$ cat config.mk
export PLATFORM = sky130hd
export DESIGN_NAME = tri_viewport
export DESIGN_NICKNAME = d
export VERILOG_FILES = /design/src/rtl/tri_viewport.sv
export SDC_FILE = /design/constraint.sdc
export NUM_CORES = 1
export LEC_CHECK = 0
export CORE_ASPECT_RATIO = 0.75
export CORE_MARGIN = 5
export CORE_UTILIZATION = 42
export CTS_CLUSTER_DIAMETER = 50
export DETAILED_ROUTE_END_ITERATION = 8
export GPL_TIMING_DRIVEN = 0
export HOLD_SLACK_MARGIN = 0.1
export PLACE_DENSITY = 0.63
export SETUP_SLACK_MARGIN = 0.3
export SLEW_MARGIN = 15
export SYNTH_ARGS = -nofsm -noshare
export SYNTH_HDL_FRONTEND = slang
export SYNTH_SLANG_ARGS = --single-unit
$ cat constraint.sdc
create_clock -name clk_in -period 15.3 [get_ports clk_in]
set_input_delay 3.06 -clock clk_in [delete_from_list [all_inputs] [get_ports clk_in]]
set_output_delay 3.06 -clock clk_in [all_outputs]
set_load 0.005 [all_outputs]
$ cat src/rtl/tri_viewport.sv
// Viewport stage: float32 NDC vertices -> clamped integer screen pixels,
// grouped three at a time into triangles on a valid/ready output.
module tri_viewport #(
  parameter int H_RES      = 1280,
  parameter int V_RES      = 720,
  parameter int X_CENTER   = 640,
  parameter int Y_CENTER   = 360,
  parameter int SCALE_LOG2 = 8,
  parameter int COORD_W    = 11
) (
  input  logic                      clk_in,
  input  logic                      rst_in,
  input  logic [1:0][31:0]          coor_in,
  input  logic                      valid_in,
  input  logic                      frame_start_in,
  output logic [2:0][COORD_W-1:0]   tri_x_out,
  output logic [2:0][COORD_W-1:0]   tri_y_out,
  output logic                      valid_out,
  input  logic                      ready_in,
  output logic                      overflow_out
);

  localparam logic signed [17:0] X_MAX = 18'(H_RES - 1);
  localparam logic signed [17:0] Y_MAX = 18'(V_RES - 1);
  localparam logic signed [17:0] X_C   = 18'(X_CENTER);
  localparam logic signed [17:0] Y_C   = 18'(Y_CENTER);

  typedef enum logic [1:0] {
    V0 = 2'd0,
    V1 = 2'd1,
    V2 = 2'd2
  } vcnt_e;

  // Scaled float -> 16-bit signed integer, truncated toward zero, saturating.
  function automatic logic signed [15:0] f2i(input logic [31:0] f);
    logic [7:0]        e;
    logic signed [9:0] ex;
    logic [4:0]        sh;
    logic [15:0]       mag;
    e   = f[30:23];
    ex  = $signed({2'b00, e}) - 10'sd127 + $signed(10'(SCALE_LOG2));
    sh  = '0;
    mag = '0;
    if (e == 8'd0) begin
      mag = '0;
    end else if (e == 8'hff) begin
      mag = 16'd32767;
    end else if (ex < 10'sd0) begin
      mag = '0;
    end else if (ex >= 10'sd15) begin
      mag = 16'd32767;
    end else begin
      sh  = 5'(10'sd23 - ex);
      mag = 16'({1'b1, f[22:0]} >> sh);
    end
    return $signed(f[31] ? 16'(-mag) : mag);
  endfunction

  function automatic logic [COORD_W-1:0] clamp(input logic signed [17:0] v,
                                               input logic signed [17:0] hi);
    if (v < 18'sd0)
      return '0;
    else if (v > hi)
      return COORD_W'(hi);
    else
      return COORD_W'(v);
  endfunction

  logic                            s1_valid;
  logic signed [15:0]              s1_x, s1_y;
  logic                            s2_valid;
  logic [COORD_W-1:0]              s2_x, s2_y;
  logic [2:0][COORD_W-1:0]         stage_x, stage_y;
  logic                            tri_done;
  vcnt_e                           vcnt, vcnt_nxt;

  logic signed [15:0]              xi_nxt, yi_nxt;
  logic signed [17:0]              px, py;
  logic                            s2_take;
  logic                            tri_complete;
  logic                            out_free;

  always_comb begin
    xi_nxt = f2i(coor_in[1]);
    yi_nxt = f2i(coor_in[0]);
    px     = X_C + 18'(s1_x);
    py     = Y_C - 18'(s1_y);
  end

  // frame_start discards whatever vertex reaches the assembler this cycle.
  always_comb begin
    s2_take      = s2_valid && !frame_start_in;
    tri_complete = s2_take && (vcnt == V2);
    out_free     = !valid_out || ready_in;
    vcnt_nxt     = vcnt;
    if (frame_start_in) begin
      vcnt_nxt = V0;
    end else if (s2_valid) begin
      case (vcnt)
        V0:      vcnt_nxt = V1;
        V1:      vcnt_nxt = V2;
        default: vcnt_nxt = V0;
      endcase
    end
  end

  always_ff @(posedge clk_in or posedge rst_in) begin
    if (rst_in)
      vcnt <= V0;
    else
      vcnt <= vcnt_nxt;
  end

  always_ff @(posedge clk_in or posedge rst_in) begin
    if (rst_in) begin
      s1_valid <= 1'b0;
      s1_x     <= '0;
      s1_y     <= '0;
      s2_valid <= 1'b0;
      s2_x     <= '0;
      s2_y     <= '0;
    end else begin
      s1_valid <= valid_in;
      if (valid_in) begin
        s1_x <= xi_nxt;
        s1_y <= yi_nxt;
      end
      s2_valid <= s1_valid && !frame_start_in;
      if (s1_valid) begin
        s2_x <= clamp(px, X_MAX);
        s2_y <= clamp(py, Y_MAX);
      end
    end
  end

  always_ff @(posedge clk_in or posedge rst_in) begin
    if (rst_in) begin
      stage_x  <= '0;
      stage_y  <= '0;
      tri_done <= 1'b0;
    end else begin
      tri_done <= tri_complete;
      if (s2_take) begin
        case (vcnt)
          V0: begin
            stage_x[0] <= s2_x;
            stage_y[0] <= s2_y;
          end
          V1: begin
            stage_x[1] <= s2_x;
            stage_y[1] <= s2_y;
          end
          default: begin
            stage_x[2] <= s2_x;
            stage_y[2] <= s2_y;
          end
        endcase
      end
    end
  end

  // Loading reads staging before the next triangle's vertex 0 overwrites slot 0.
  always_ff @(posedge clk_in or posedge rst_in) begin
    if (rst_in) begin
      tri_x_out    <= '0;
      tri_y_out    <= '0;
      valid_out    <= 1'b0;
      overflow_out <= 1'b0;
    end else begin
      if (tri_done && out_free) begin
        tri_x_out <= stage_x;
        tri_y_out <= stage_y;
        valid_out <= 1'b1;
      end else if (valid_out && ready_in) begin
        valid_out <= 1'b0;
      end
      if (tri_done && !out_free)
        overflow_out <= 1'b1;
    end
  end

endmodule
==> impl_results.md, run 1 <==
- H-tree lvl count: 4
- Fill cells: roughly 2800
- Io pins: between 100 and 150
- Post-route cell area: 15100 sq um
- PortBufs: 129
- Clock Skew: 17.2 ps
- Layout cells sized above 1: between 10% and 20%
- Max-Cap Viols: 0
- Crit-path cells: clkdlybuf4s50_1, ha_1, buf_4, nand3_1, xor2_1, inv_2, buf_4, ha_1, and2_1, a41oi_1, o2bb2ai_1, o211ai_1, a311oi_1, nor2_1, nor2_1, ha_1, nor3b_2, nand4_1, or4_1, nand3_1
- Synth Area in XOR/XNOR: around 2.1%
- CP peak stage delay: approximately 720 ps
- Hold depth: 2
- Register area share after synthesis: between 30% and 40%
- CP dominant cell by count: ha_1
- WL final: 35400 microns
- Wirelength per Cell: 19.3 microns
- Post-Syn Area: around 13000 sq um
- Chip Width: ~210 microns
- Drt pass-1 iters: 5
- CTS Buffer Depth: 2
- Synth top area share: a little under two fifths
- Most common flop cell mapped by yosys: dfrtp_1
- Syn. warnings: 0
- Worst setup SP type: primary input
- Number of routed nets with antenna violations: 0
- Fmax achieved: around 0.11 GHz
- Clock slew at the register clock pins of the worst setup and hold paths: roughly 70 ps
- Synth cell count leaders: dfrtp_1, mux2_2, nand2_1
- Synth Area in Adders: 1.38%
- DR iter-0 viols: between 900 and 1000
- Clock root buffer: clkbuf_16
- P&R area growth vs syn: 18.9%
- DRC Markers: 0
- Non-filler cells, final: around 1800
- Least-Margin Pin Slew: about 1100 ps
- FF-to-FF setup slack: 11980 ps
- Post-synth EDFFs: 0
- Pin count of the biggest net entering global routing: 109
- Simple-gate portion of the synthesized area: 14.8%
- Syn_nets: 1361
- Largest family of logic cells by synthesized area: multiplexers
- Vias: between 10000 and 15000
- Hold worst-path end: stage_x[25]
- CTS Buf Count: 17
- Peak VDD IR: about 60 uV
- Final Hold Viols: 0
- Initial Util: a little over two fifths
- Total GRT Usage: 20.7%
- GP Congestion: around 0.94
- DP HPWL: roughly 27000 microns
- Core Area: 29900 sq um
- Grt total ovfl: 0
- Post-synthesis cell type count: 83
- Worst min path class: register to register
- Die ar.: around 34000 sq um
- CP required: 15660 ps
- Worst Setup End Kind: register
- Placed insts: approximately 1800
- Finished Core Util: between 50% and 60%
- Vias per inst: 5.88
- Design Power: 0.00149 W
- Share of synthesized registers carrying an async set or reset: 100%
- Std cell rows: between 50 and 60
- Clock Sinks: just under 200
- Post-synthesis mux area share: 23.1%
- Status: finished, final reports clean
- Area contributors post-synth: dfrtp_1, mux2_2, mux4_2
- Setup Fix Bufs, Post-CTS: 0
- Rel. slew slack: a little under a quarter
- Diodes inserted: 0
- Post-Syn Instances: 1278
- Hold path startpoint: stage_x[25]
- Setup tns final: 0 ps
- CTS tree: yes
- Antenna violations before repair: 0
- Hold Buf Count CTS: 0
- Clock latency on the worst-skew pair: about 430 ps
- Final period util: 57.7%
- Vias in the first global route: roughly 11000
- FF-to-FF End: s2_y[7]
- Final nets: 1510
- Setup violators final: 0
- RSZ-0062 raised after global routing: false
- Worst R2R Start: s1_y[0]
- Arr. time, crit path: 9190 ps
- Biggest area consumer among synthesized cells: dfrtp_1
- Setup Crit Path Kind: primary input to register
- Max-slew violations: 0
- Flops & latches, synth: about 190
- Leak pwr: around 6.4 nW
- Placed cell area: around 15000 sq um
- Reg2reg path depth: 12
- Most common cell in the synthesized netlist: dfrtp_1
- Final min period: between 8000 and 9000 ps
- PD cells: ~99 nW/um^2
- Compound-Gate Fraction of Synth Area: 16.0%
- First-pass GRT wire length: 58000 microns
- Slowest stage cell, crit path: a311oi_1
- Maximum fanout along the worst path: 10
- Die span in y: ~160 microns
- Post-cts sizing count: 0
- Syn Area/Cell: between 9 and 10 sq um
-- power breakdown --
group / leakage [nW] / switching, W / internal (W)
clock: 0.275 / 0.000213 / 0.000220
combinational: 3.59 / 0.000229 / 0.000190
sequential: 2.54 / 0.0000568 / 0.000580
-- metal layers --
metal / GRT usage [%] / up-vias / wire [microns]
li1: - / 5093 / -
met1: 32.7 / 5344 / 17600
met2: 30.4 / 338 / 15300
met3: 2.93 / 33 / 2230
met4: 3.71 / 0 / 363
met5: 0 / - / 0
-- kinds of logic after synthesis --
logic type	Yosys count
buffers and inverters	134
multiplexers	235
AND/OR/NAND/NOR	376
flip-flops	193
XOR/XNOR	27
AO/OA/AOI/OAI	299
adder cells (fa/ha/maj)	14
-- flip-flops by register name, indices dropped and copies added (netlist names) --
| signal | count |
|---|---|
| s1_x | 16 |
| tri_y_out | 33 |
| vcnt | 2 |
| s1_valid | 1 |
| tri_done | 1 |
| s2_y | 11 |
| stage_x | 33 |
| s2_valid | 1 |
| s2_x | 11 |
| stage_y | 33 |
| overflow_out | 1 |
| tri_x_out | 33 |
| s1_y | 16 |
| valid_out | 1 |
-- worst max-delay path: cells and delay by family --
kind | cells | cell delay (ps)
compound gates | 4 | 1180
buf+inv | 4 | 1290
simple gates | 8 | 2190
fa+ha+maj | 3 | 890
xor+xnor | 1 | 550
-- final cells by class --
class / count / area [sq um] / share of cell area (%)
Sequential cell: 193 / 4830 / 32.0
Timing Repair Buffer: 130 / 1320 / 8.75
Multi-Input combinational cell: 951 / 7280 / 48.3
Tap cell: 399 / 499 / 3.31
Clock buffer: 18 / 439 / 2.91
Buffer: 83 / 372 / 2.46
Clock inverter: 13 / 134 / 0.888
Inverter: 51 / 199 / 1.32
-- how the worst max path moves through the flow --
stage	to	depth (start not counted)	startpoint	slack, ps
after floorplan	overflow_out	1	rst_in	6980
after global placement	tri_x_out[12]	2	rst_in	4580
after detailed placement	s1_x[12]	20	coor_in[56]	6140
after CTS	s1_x[12]	20	coor_in[56]	6580
after global routing	s1_x[12]	20	coor_in[56]	6120
final	s1_x[12]	20	coor_in[56]	6480
-- cells in the final DEF (no fill, tap or decap), drive strengths merged, types with 11 or more instances in the layout --
cell	count
nand4	16
mux2i	60
xnor2	15
o21ai	73
a211oi	13
xor2	12
nand2	103
nor3	35
mux2	144
clkbuf	71
and2	11
buf	31
dfrtp	193
o22ai	14
nand3	40
mux4	31
o211ai	22
a21oi	57
ha	14
a31oi	12
nor4	12
clkdlybuf4s50	129
inv	56
nor2	86
-- stage by stage --
stage	setup slack (ps)	hold WS, ps
6_report	6480	477
5_1_grt	6120	488
4_1_cts	6580	484
3_5_place_dp	6140	460
3_3_place_gp	4580	462
2_1_floorplan	6980	439
No activity file was read; power rests on OpenSTA's default activity.
==> inputs of run 2 (changes only) <==
- PLACE_DENSITY: 0.63 -> 0.66
- clock period: 15.3 -> 7.2 ns (I/O delays scaled with it)
==> impl_results.md, run 2 (synthesized netlist as in run 1, its figures left out) <==
- Status: finished, final reports clean (unchanged)
- Placed cell area: 14500 sq um (unchanged)
- Switching Power: 0.00109 W (was 0.000498 W)
- Hold depth: 2 (unchanged)
- Clock Skew: 14.2 ps (was 17.2 ps)
- First-pass GRT wire length: 57100 microns (was 58000 microns)
- CTS tree: yes (unchanged)
- Vias: 10800 (about the same)
- Clock slew at the register clock pins of the worst setup and hold paths: 80 ps (was 70 ps)
- FF-to-FF setup slack: 3800 ps (was 11980 ps)
- Arr. time, crit path: 6890 ps (was 9190 ps)
- Grt total ovfl: 0 (unchanged)
- Worst R2R Start: s1_y[0] (unchanged)
- Diodes inserted: 0 (unchanged)
- Chip Width: 211 microns (unchanged)
- Final period util: a little over 90%
- Worst setup SP type: primary input (unchanged)
- Worst min path class: register to register (unchanged)
- Die ar.: 33800 sq um (unchanged)
- FF-to-FF End: s2_y[3] (was s2_y[7])
- Final Hold Viols: 0 (unchanged)
- PortBufs: 129 (unchanged)
- GP Congestion: 0.953 (was 0.944)
- Setup Crit Path Kind: primary input to register (unchanged)
- PD cells: 212 nW/um^2 (was 98.7 nW/um^2)
- Maximum fanout along the worst path: 10 (unchanged)
- Core Area: 29900 sq um (unchanged)
- Crit-path cells: clkdlybuf4s50_1, buf_4, nand3_1, xor2_1, inv_1, clkbuf_2, ha_1, nand3_1, a211oi_1, a311oi_1, o2111ai_1, a21oi_2, a21o_1, clkbuf_1, nand2_1, a21oi_1, ha_1, inv_1, nor2_1, nor4b_1, xor2_1, a21oi_1 (was clkdlybuf4s50_1, ha_1, buf_4, nand3_1, xor2_1, inv_2, buf_4, ha_1, and2_1, a41oi_1, o2bb2ai_1, o211ai_1, a311oi_1, nor2_1, nor2_1, ha_1, nor3b_2, nand4_1, or4_1, nand3_1)
- RSZ-0062 raised after global routing: true (was false)
- DRC Markers: 0 (unchanged)
- Leak pwr: 6.44 nW (was 6.40 nW)
- Hold path startpoint: stage_y[31] (was stage_x[25])
- CTS Buffer Depth: 2 (unchanged)
- DR iter-0 viols: 1011 (was 922)
- Most frequent cells in the layout: dfrtp_1, mux2_2, clkdlybuf4s50_1 (unchanged)
- Hold Buf Count CTS: 0 (unchanged)
- WL final: 35100 microns (was 35400 microns)
- H-tree lvl count: 4 (unchanged)
- Post-route cell area: 15100 sq um (about the same)
- Reg2reg path depth: 10 (was 12)
- Peak VDD IR: 209 uV (was 59.7 uV)
- Vias in the first global route: 10400 (was 10500)
- Total GRT Usage: 20.4% (was 20.7%)
- Initial Util: 42.3% (unchanged)
- Final nets: 1510 (unchanged)
- Io pins: 137 (unchanged)
- Fmax achieved: between 0.15 and 0.2 GHz
- Antenna violations before repair: 0 (unchanged)
- DP HPWL: 27100 microns (was 27300 microns)
- P&R area growth vs syn: 19.5% (was 18.9%)
- Die span in y: 160 microns (unchanged)
- Finished Core Util: 50.6% (was 50.4%)
- Setup violators final: 0 (unchanged)
- Setup Fix Bufs, Post-CTS: 0 (unchanged)
- Post-cts sizing count: 1 (was 0)
- Final min period: ~6600 ps
- Clock latency on the worst-skew pair: 430 ps (about the same)
- Sw frac: 34.1% (was 33.5%)
- Most common cell after layout, fill and taps aside: dfrtp_1 (unchanged)
- Wirelength per Cell: 19.1 microns (was 19.3 microns)
- CP required: 7520 ps (was 15660 ps)
- Comb power frac: 27.8% (was 28.1%)
- Seq pwr share: 42.2% (was 42.8%)
- CP peak stage delay: 600 ps (was 720 ps)
- Drt pass-1 iters: 5 (unchanged)
- Std cell rows: 55 (unchanged)
- Hold worst-path end: stage_y[31] (was stage_x[25])
- Pint: 0.00211 W (was 0.000990 W)
- Slowest stage cell, crit path: clkdlybuf4s50_1 (was a311oi_1)
- Vias per inst: 5.89 (was 5.88)
- Max-Cap Viols: 0 (unchanged)
- Pin count of the biggest net entering global routing: 100 (was 109)
- Max-slew violations: 0 (unchanged)
- Clock Sinks: 193 (unchanged)
- Rel. slew slack: 28.1% (was 23.2%)
- Layout cells sized above 1: 17.8% (was 17.3%)
- Number of routed nets with antenna violations: 0 (unchanged)
- Clock Power Share: 30.0% (was 29.1%)
- Clock root buffer: clkbuf_16 (unchanged)
- CTS Buf Count: 17 (unchanged)
- Worst Setup End Kind: register (unchanged)
- Least-Margin Pin Slew: 1070 ps (was 1140 ps)
## run 2: changes by cell type in the layout (fill, tap and decap cells not counted), sizes merged
cell      before  now
buf           31   30
clkinv         6    9
inv           56   57
clkinvlp       2    0
## run 2: worst max-delay path, delay by kind of cell
kind | cells | cell delay, ps
AO/OA/AOI/OAI | 7 | 1550
XOR/XNOR | 2 | 580
adder cells (fa/ha/maj) | 2 | 710
buffers and inverters | 6 | 1770
AND/OR/NAND/NOR | 5 | 810
## run 2: layer usage
metal  global-route usage [%]  share of wire [%]  up-vias
met4                     3.36                1.0        0
met3                     4.12                7.1       39
met1                     31.6                 48     5324
met5                        0                  0        -
met2                     30.0                 43      382
li1                         -                  -     5086
## run 2: layout make-up
class	instances	area, sq um
Buffer	83	373
Clock buffer	17	425
Clock inverter	15	181
Fill cell	2759	14800
Inverter	51	199
Multi-Input combinational cell	951	7320
Sequential cell	193	4830
Tap cell	399	499
Timing Repair Buffer	130	1320
## run 2: worst max-delay path by stage
stage | slack [ps] | depth (start not counted) | start | endpoint
2_1_floorplan | 500 | 1 | rst_in | overflow_out
3_3_place_gp | -1760 | 2 | rst_in | s1_y[13]
3_5_place_dp | -290 | 20 | coor_in[56] | s1_x[12]
4_1_cts | 460 | 20 | coor_in[56] | s1_x[12]
5_1_grt | 240 | 22 | coor_in[23] | s1_y[8]
6_report | 630 | 22 | coor_in[23] | s1_y[8]
## run 2: metrics by stage
step	worst slack (ps)	total power (W)	instances	hold slack [ps]	setup TNS [ps]
floorplan	504	0.00195	1278	439	0
global placement	-1760	0.00222	1806	460	-338740
detailed placement	-290	0.00225	1807	469	-722
CTS	461	0.00321	1839	487	0
global route	244	0.00338	1839	509	0
finish	633	0.00321	1839	483	0
## run 2: power by group through the flow
| stage | combinational (W) | clock (W) | sequential (W) |
|---|---|---|---|
| floorplan | 0.000627 | 0 | 0.00132 |
| global placement | 0.000858 | 0 | 0.00137 |
| detailed placement | 0.000876 | 0 | 0.00137 |
| CTS | 0.000882 | 0.000978 | 0.00135 |
| global route | 0.000984 | 0.00102 | 0.00137 |
| finish | 0.000892 | 0.000961 | 0.00135 |
